===== src/rtl/line_mem_arbiter.sv =====
// rtl/line_mem_arbiter.sv - I/D cache line requests arbitrated onto one burst memory port
// Each line transfer becomes BEATS sequential beats; one line-level response per request.
module line_mem_arbiter #(
  parameter int LINE_W  = 256,
  parameter int BURST_W = 64
) (
  input  logic               clk,
  input  logic               rst,
  input  logic               i_line_read,
  input  logic [31:0]        i_line_address,
  output logic [LINE_W-1:0]  i_line_rdata,
  output logic               i_line_resp,
  input  logic               d_line_read,
  input  logic               d_line_write,
  input  logic [31:0]        d_line_address,
  input  logic [LINE_W-1:0]  d_line_wdata,
  output logic [LINE_W-1:0]  d_line_rdata,
  output logic               d_line_resp,
  output logic               pmem_read,
  output logic               pmem_write,
  output logic [31:0]        pmem_address,
  output logic [BURST_W-1:0] pmem_wdata,
  input  logic [BURST_W-1:0] pmem_rdata,
  input  logic               pmem_resp
);

  localparam int BEATS = LINE_W / BURST_W;
  localparam int CW    = (BEATS > 1) ? $clog2(BEATS) : 1;
  localparam int OW    = $clog2(BURST_W);
  localparam logic [31:0] ALIGN_MASK = ~32'(LINE_W / 8 - 1);

  typedef enum logic [1:0] {IDLE, RD_BURST, WR_BURST, DONE} state_t;

  state_t             state, state_nxt;
  logic [CW-1:0]      beat;
  logic [CW+OW-1:0]   beat_off;
  logic               owner_d, last_owner_d;
  logic [31:0]        addr_q;
  logic [LINE_W-1:0]  wdata_q, fill_q, line_in;
  logic [LINE_W-1:0]  i_buf, d_buf;
  logic               i_req, d_req, grant_d, last_beat;

  assign i_req     = i_line_read;
  assign d_req     = d_line_read | d_line_write;
  // On a tie the grant goes to whoever was not served last.
  assign grant_d   = d_req & (~i_req | ~last_owner_d);
  assign last_beat = (beat == CW'(BEATS - 1));
  assign beat_off  = {beat, {OW{1'b0}}};

  // Reads assemble into a staging line so the owner's rdata stays stable until the line is whole.
  always_comb begin
    line_in = fill_q;
    line_in[beat_off +: BURST_W] = pmem_rdata;
  end

  always_comb begin
    state_nxt    = state;
    pmem_read    = 1'b0;
    pmem_write   = 1'b0;
    pmem_address = '0;
    pmem_wdata   = '0;
    i_line_resp  = 1'b0;
    d_line_resp  = 1'b0;
    case (state)
      IDLE: begin
        if (i_req || d_req)
          state_nxt = (grant_d && d_line_write) ? WR_BURST : RD_BURST;
      end
      RD_BURST: begin
        pmem_read    = 1'b1;
        pmem_address = addr_q & ALIGN_MASK;
        if (pmem_resp && last_beat) state_nxt = DONE;
      end
      WR_BURST: begin
        pmem_write   = 1'b1;
        pmem_address = addr_q & ALIGN_MASK;
        pmem_wdata   = wdata_q[beat_off +: BURST_W];
        if (pmem_resp && last_beat) state_nxt = DONE;
      end
      DONE: begin
        i_line_resp = ~owner_d;
        d_line_resp = owner_d;
        state_nxt   = IDLE;
      end
      default: state_nxt = IDLE;
    endcase
  end

  always_ff @(posedge clk or negedge rst) begin
    if (!rst) begin
      state        <= IDLE;
      beat         <= '0;
      owner_d      <= 1'b0;
      last_owner_d <= 1'b0;
      addr_q       <= '0;
      wdata_q      <= '0;
      fill_q       <= '0;
      i_buf        <= '0;
      d_buf        <= '0;
    end else begin
      state <= state_nxt;
      case (state)
        IDLE: begin
          if (i_req || d_req) begin
            owner_d <= grant_d;
            addr_q  <= grant_d ? d_line_address : i_line_address;
            if (grant_d && d_line_write) wdata_q <= d_line_wdata;
          end
        end
        RD_BURST, WR_BURST: begin
          if (pmem_resp) begin
            beat <= last_beat ? '0 : beat + 1'b1;
            if (state == RD_BURST) begin
              fill_q <= line_in;
              if (last_beat) begin
                if (owner_d) d_buf <= line_in;
                else         i_buf <= line_in;
              end
            end
          end
        end
        DONE:    last_owner_d <= owner_d;
        default: ;
      endcase
    end
  end

  assign i_line_rdata = i_buf;
  assign d_line_rdata = d_buf;

endmodule


===== config.mk =====
export PLATFORM = sky130hd
export DESIGN_NAME = line_mem_arbiter
export DESIGN_NICKNAME = d
export VERILOG_FILES = /design/src/rtl/line_mem_arbiter.sv
export SDC_FILE = /design/constraint.sdc
export NUM_CORES = 2
export LEC_CHECK = 0
export CORE_AREA = 4 4 391 393
export CTS_BUF_LIST = sky130_fd_sc_hd__clkbuf_4 sky130_fd_sc_hd__clkbuf_8
export DETAILED_ROUTE_END_ITERATION = 12
export DIE_AREA = 0 0 395 397
export SLEW_MARGIN = 40
export SYNTH_ARGS = -nofsm -noshare
export SYNTH_HDL_FRONTEND = slang
export SYNTH_SLANG_ARGS = --single-unit

===== constraint.sdc =====
create_clock -name clk -period 3.4 [get_ports clk]
set_clock_uncertainty 0.15 [all_clocks]
set_input_delay 0.51 -clock clk [delete_from_list [all_inputs] [get_ports clk]]
set_output_delay 0.51 -clock clk [all_outputs]
set_load 0.02 [all_outputs]

* Yosys cells after proc, flatten, opt, wreduce, memory -nomap -nowiden *
Cells that the tools add are included.

word-level totals
  register bits = 1,062
  bits of input ports = 390
  output and inout bits = 612
  word-level logic and storage cells = 51

cells by class
  add/sub/neg operators = 2
  eq/ne operators = 6
  shift operators = 3
  muxes and demuxes = 13
  bitwise operators = 6
  reductions and logical operators = 12

operator list
  cell                       number
  $bwmux 256                 1
  $shift 64x10->256 const A  1
  $shiftx 256x9->64          1
  $shiftx 64x10->256         1
  $mux 32                    2
  $mux 64                    1
  $neg 8->10                 1
  $reduce_and 5->1           2
  $mux 2                     4
  $eq 2x2->1 const B         3
  $pmux 2 s3                 1
  $reduce_and 2->1           3
  $reduce_and 3->1           2
  $mux 1                     4
  $not 1->1                  3
  $add 2x1->2 const B        1
  $eq 2x1->1 const B         1
  $logic_and 1x1->1          2
  $logic_not 2->1            1
  $ne 2x1->1 const B         1
  $ne 2x2->1 const B         1
  $or 1x1->1                 2
  $reduce_or 2->1            1
  $and 1x1->1                1
  $logic_or 1x1->1           1

* Logic depth before layout (Yosys ltp) *
  depth after elaboration = 7
  gate-level depth with buffers = 10

* Least setup slack after synthesis *
No wires, ideal clock.

  path kind = register -> register
  start point = register beat[0]
  end point = register fill_q[100]
  arrival time = 2,282 ps
  setup slack = 847 ps
  cell stages (with the launch flop) = 11
  path buffers = 5
  cell sequence = dfrtp_1 > buf_4 > buf_2 > buf_2 > inv_1 > ha_1 > nor3b_2 > and4_1 > buf_4 > buf_4 > a22o_1

between the ends
  word-level cells in the longest chain between the ends = 3
  elaborated cells on any way between the ends = 4
  those cells by class = 1 x add/sub; 2 x shift; 1 x mux

ends and longest elaborated chain
  what                                                     line  RTL
  start, declared                                          35    logic [CW-1:0] beat;
  start signal, assigned                                   112   beat <= last_beat ? '0 : beat + 1'b1;
  $neg 8->10 (*)                                           53    line_in[beat_off +: BURST_W] = pmem_rdata;
  $shiftx 64x10->256 or $shift 64x10->256 (tied branches)  53
  $bwmux 256 (*)                                           53
  end signal, assigned                                     114   fill_q <= line_in;
  end, declared                                            39    logic [LINE_W-1:0] wdata_q, fill_q, line_in;

Every way passes the cells marked *; elsewhere a longest branch is shown, timed or not.
A chain may end at the register's enable or synchronous reset.

* Final worst setup path *
  start point = register beat[0]
  end point = output port pmem_wdata[20]

between the ends
  word-level cells in the longest chain between the ends = 2

ends and longest elaborated chain
  what               line  RTL
  $shiftx 256x9->64  77    pmem_wdata = wdata_q[beat_off +: BURST_W];
  $mux 64            64    case (state)
  end, declared      22    output logic [BURST_W-1:0] pmem_wdata,

No other way between the ends.

==> run summary <==
status = complete, no violations
largest family of logic cells by synthesized area = compound AO/OA/AOI/OAI gates
worst-margin pin slew = 0.718 ns
DP HPWL = 119 mm
core area = 0.149 mm²
first-pass GRT wire length = 246 mm
all-layer global routing usage = 20.9%
DR vias/cell = 4.92
cell count after synthesis = 3,705
clk sink count = 1,057
post-synthesis adder-cell area fraction = 0.339%
share of layout cells above drive strength 1 = 13.5%
layout net count = 5,328
Initial DRT Pass Iterations = 7
Final Util = 42.4%
RSZ-0062 raised after global routing = no
Required @ worst endpoint = 2.74 ns
worst vdd ir = 0.478 mV
Starting Density = 29.6%
Ports = 1,002
number of synthesized flops with an enable pin = 0
CTS Buffer Depth = 3
total area of sequential cells = 0.0265 mm²
Rows = 142
worst skew pair latency = 0.88 ns
synth top area cells = dfrtp_1, mux2_1, a22o_1, mux4_2, o21ai_1
Final Hold Viols = 0
die height = 397 µm
Crit Path Class = register to output pin
critical-path maximum fanout = 10
sequential share of the synthesized area = 59.7%
R2R cell count = 8
number of synthesized register bits = 1,057
Comb pwr share = 43.7%
Vias = 34,900
Internal = 36,800 µW
sequential share of power = 35.4%
share of flip-flops with an asynchronous set or reset = 100%
leak pwr = 0.0273 µW
max cap viols = 0
Port Buf Inserts = 986
# fillers = 14,100
post-synth top area share = 59.7%
clock slew at reported path FFs = 0.06 ns
library cells used by synthesis = 40
most frequent cell after synthesis = dfrtp_1
final setup TNS = 0 ns
xor and xnor area share after synthesis = 0%
die area = 0.157 mm²
grt ovf = 0
Total Wirelength = 168 mm
largest net degree at the start of global routing = 113
crit-path max cell delay = 0.53 ns
Final Critical Period = 3.25 ns
synth cell count leaders = dfrtp_1, nand2_1, o21ai_1
Switch Pwr = 23,000 µW
crit path DAT = 2.59 ns
vias in the first global route = 36,100
CP cell instances = buf_4, buf_12, mux4_2, and2_1, clkdlybuf4s15_2
1st-iter DRT viols = 1,956
Clock Power Share = 20.9%
Slew Viols, Final = 0
placer congestion estimate = 0.825
CTS Buf Count = 182
Syn. warnings = 0
slowest CP cell = mux4_2
Setup violations, final = 0
most area-hungry cell type in the Yosys netlist = dfrtp_1
mux share of post-synthesis cell area = 11.9%
Hold Path Class = input port to register
initial antenna violation count = 16
TritonCTS clock tree = built
Synth Area in Compound Gates = 14.7%
Multi-input gate area = 0.0159 mm²
Worst Setup End Kind = output pin
DRC = 0
critical path launch point type = register
H-tree depth = 4
Final period util = 95.5%
Post-Synth Simple-Gate Area = 8.42%
setup slack after layout = 0.154 ns
post-route antenna net violation count = 0
Syn Area/Cell = 12.0 µm²
Power Density = 944 mW/mm²
Avg WL per Cell = 23.7 µm
pre-CTS WS = 0.346 ns
root buf cell = clkbuf_8
relative slew slack = 52.0%
ys flop type = dfrtp_1
Die X = 395 µm
Hold Slack = 0.126 ns
area delta synth->final = 42.9%
hold depth = 2
mapped cell area = 0.0443 mm²
fmax = 0.308 GHz
Sw Ratio = 38.5%
critical path: cells and delay by family, from the launching register on:
kind / cells / cell delay, ns
DFF: 1 / 0.48
muxes: 1 / 0.53
buffers and inverters: 3 / 0.54
and+or+nand+nor: 1 / 0.20
power by group through the flow:
| stage | Sequential, µW | Combinational, µW | Clock (µW) |
|---|---|---|---|
| 2_1_floorplan | 23200 | 11200 | 0 |
| 3_3_place_gp | 21300 | 25500 | 0 |
| 3_5_place_dp | 21400 | 25800 | 0 |
| 4_1_cts | 21100 | 26400 | 12900 |
| 5_1_grt | 21800 | 27900 | 13400 |
| 6_report | 21200 | 26100 | 12500 |
sequential cells by signal (all words and copies together), names as in the netlist:
name / flops
beat: 2
wdata_q: 256
d_line_rdata: 256
owner_d: 1
fill_q: 256
i_line_rdata: 256
last_owner_d: 1
state: 2
addr_q: 27
per-stage QoR:
stage / total power [µW] / cells / instance area (µm²)
2_1_floorplan: 34300 / 3709 / 44300
3_3_place_gp: 46800 / 6495 / 56800
3_5_place_dp: 47200 / 6496 / 56800
4_1_cts: 60400 / 7079 / 63300
5_1_grt: 63100 / 7093 / 63300
6_report: 59800 / 7095 / 63300
cell usage in the layout (no fill, tap or decap), types with 25 or more instances in the layout:
master / instances
buf_2: 44
dlygate4sd2_1: 25
a22o_1: 257
a31oi_1: 66
a41oi_1: 64
buf_12: 54
clkbuf_8: 221
mux2_1: 240
clkbuf_4: 70
a21oi_1: 256
a32oi_1: 64
and2_1: 87
nand2_1: 286
inv_1: 67
buf_4: 114
dlygate4sd3_1: 243
mux4_2: 64
mux2i_1: 92
nor2_1: 193
nor2b_1: 194
dfrtp_1: 1055
o21ai_1: 262
clkdlybuf4s50_1: 893
layout make-up:
class / count / share of cell area (%)
diodes: 11 / 0.0435
clock buffers: 291 / 5.64
clock inverters: 35 / 0.627
inverters: 69 / 0.411
multi-input cells: 2211 / 25.1
flip-flops and latches: 1057 / 41.8
well taps: 2016 / 3.99
repair buffers: 1405 / 22.4
path summary, 6_finish.rpt:
check                                  from                 to  slack (ns)
max reg2reg                         beat[1]  i_line_rdata[105]        0.45
max in group asynchronous               rst  d_line_rdata[166]        1.09
min                        d_line_wdata[24]        wdata_q[24]        0.13
min reg2reg                      addr_q[30]         addr_q[30]        0.32
min in group asynchronous               rst        fill_q[231]        0.65
max                                 beat[0]     pmem_wdata[20]        0.15
logic make-up (layout without fill, tap and decap cells):
group | count (synthesis) | after routing
other cells | 1 | 16
buf+inv | 441 | 1800
simple gates | 785 | 785
compound gates | 994 | 994
fa+ha+maj | 12 | 12
flops | 1057 | 1057
mux | 415 | 415
metal layers:
layer | GRT usage (%) | up-vias | part of all wire (%)
li1 | - | 15600 | -
met4 | 9.70 | 4 | 4.6
met3 | 5.83 | 307 | 7.5
met2 | 34.3 | 1416 | 48
met1 | 25.7 | 17600 | 40
met5 | 0 | - | 0.016
timing repair:
item,4_1_cts,5_1_grt
hold endpoints to repair,512,0
resized for setup,258,36
hold buffers,243,0
buffers inserted,12,4
cloned,2,1
endpoints found under the setup margin,92,25
Note: power is estimated with default switching activity, not from simulation.
==> RTL edit (same settings) <==
`LINE_W`: 256 -> 128.
--- a/src/rtl/line_mem_arbiter.sv
+++ b/src/rtl/line_mem_arbiter.sv
@@ -1,7 +1,7 @@
 // rtl/line_mem_arbiter.sv - I/D cache line requests arbitrated onto one burst memory port
 // Each line transfer becomes BEATS sequential beats; one line-level response per request.
 module line_mem_arbiter #(
-  parameter int LINE_W  = 256,
+  parameter int LINE_W  = 128,
   parameter int BURST_W = 64
 ) (
   input  logic               clk,
Ports: changed (resized d_line_rdata, d_line_wdata and i_line_rdata); port bits go from 1002 to 618. The function was not compared with the original's and may differ.
==> RTL edit against the original RTL <==
Wire length shrank 60%; sequential power fell by 53%; total power shrank 53%; final area down 51%; area after synthesis down 55%; die area unchanged; fmax up 1.6%; setup slack improved by 0.053 ns; sequential cell count is 576 lower; count of clock-buffer cells in the layout is 160 lower.
==> RTL edit: results (changes against the original RTL) <==
Logic synthesis
  • Ranking of synthesized cells by area: dfrtp_1 60%, mux2_2 18%, mux2_4 9.0%, mux2i_1 4.6%, nor2b_1 2.0% (was dfrtp_1 60%, mux2_1 6.1%, a22o_1 5.1%, mux4_2 3.3%, o21ai_1 3.0%)
  • Distinct cell type count after synthesis: 32 (was 40)
  • Post-Syn Instances: 1282 (was 3705)
  • Register area share after synthesis: 0.600 (was 0.597)
  • Synth top cells by count: 481 x dfrtp_1, 329 x mux2_2, 120 x mux2_4 (was 1057 x dfrtp_1, 290 x nand2_1, 262 x o21ai_1)

Drt
  • WL met1: 27100 um (was 67600 um)
  • Vias per cell: 3.20 (was 4.92)
  • Iteration-0 DRC Markers: 425 (was 1956)
  • Routed wl met2: 30200 um (was 79800 um)

GRT
  • Tot GR Track Use: 0.0830 (was 0.209)
  • Met2 Use GR: 0.131 (was 0.343)
  • Vias in the first global route: 14100 (was 36100)
  • Met3 usage: 0.0413 (was 0.0583)
  • Met1 Use GR: 0.0964 (was 0.257)

Finish
  • Fraction of layout cells with a size suffix above 1: 0.331 (was 0.135)
  • Nets: 2230 (was 5328)

Place
  • Placed Instances: 3880 (was 6496)
  • Dpl cell area: 28800 um^2 (was 56800 um^2)
  • Routability cong.: 0.772 (was 0.825)
  • Final HPWL DP: 49700 um (was 119000 um)
  • Dpl ws: 0.502 ns (was 0.346 ns)

Critical path
  • End of the critical path: pmem_wdata[25] (was pmem_wdata[20])
  • Worst Setup SP: state[0] (was beat[0])
  • Reg2reg path depth: 6 (was 8)
  • Crit path DAT: 2.53 ns (was 2.59 ns)
  • Flop2flop setup slack: 0.95 ns (was 0.45 ns)
  • Reg2reg end: i_line_rdata[102] (was i_line_rdata[105])
  • Slowest cell delay on critical path: 0.61 ns (was 0.53 ns)
  • CP Max Fanout: 20 (was 10)

Power
  • Worst IR drop on VDD: 0.000430 V (was 0.000478 V)
  • Static Leak: 13.9 nW (was 27.3 nW)

Timing
  • Crit path time final: 3.19 ns (was 3.25 ns)

Clocking
  • H-tree levels: 3 (was 4)
  • Cts bufs inserted: 88 (was 182)
  • Clk Latency, worst-skew pair: 0.72 ns (was 0.88 ns)

Run status
  • Status: finished, final reports clean (unchanged)
[RTL edit: cell count changes after synthesis, moves of 192 or more]
cell	before	now
dfrtp_1	1057	481
mux2_2	19	329
o21ai_1	262	0
nand2_1	290	30
a22o_1	257	0
a21oi_1	256	2
mux2_1	240	0
nor2_1	193	1
[RTL edit: where the power goes]
group / switching, W / internal (W) / total (W) / leakage [nW]
Clock: 0.00249 / 0.00317 / 0.00565 / 0.930
Sequential: 0.00161 / 0.00834 / 0.00996 / 5.98
Combinational: 0.00597 / 0.00676 / 0.0127 / 6.94
[RTL edit: final cells by class]
class | instances | area, um^2
well taps | 2016 | 2520
clock inverters | 13 | 144
flip-flops and latches | 481 | 12000
repair buffers | 668 | 6870
multi-input cells | 721 | 7530
fillers | 16100 | 119000
inverters | 3 | 11.3
diodes | 3 | 7.51
clock buffers | 131 | 1620
[RTL edit: worst min path at each step]
stage,start,to,slack [ns]
3_3_place_gp,addr_q[14],addr_q[14],0.31
5_1_grt,d_line_wdata[22],wdata_q[22],0.11
4_1_cts,d_line_wdata[19],wdata_q[19],0.06
2_1_floorplan,rst,addr_q[10],0.06
3_5_place_dp,addr_q[6],addr_q[6],0.31
6_report,d_line_wdata[13],wdata_q[13],0.25
[RTL edit: cell families (layout without fill, tap and decap cells)]
kind of cell,Yosys count,in the layout,synth area share
AOI/OAI and AO/OA,38,38,0.0107
xor gates and xnor gates,1,1,0.000437
DFF,481,481,0.600
muxes,541,541,0.320
other,1,7,0.000187
and+or+nand+nor,132,132,0.0372
buffers and inverters,83,815,0.0281
adders and majority gates,5,5,0.00312
[RTL edit: timing repair]
item                       CTS  global route
hold endpoints to repair    57             2
setup buffers                6             0
gates resized for setup     62            27
hold buffers                 1             1
setup endpoints to repair   89            27
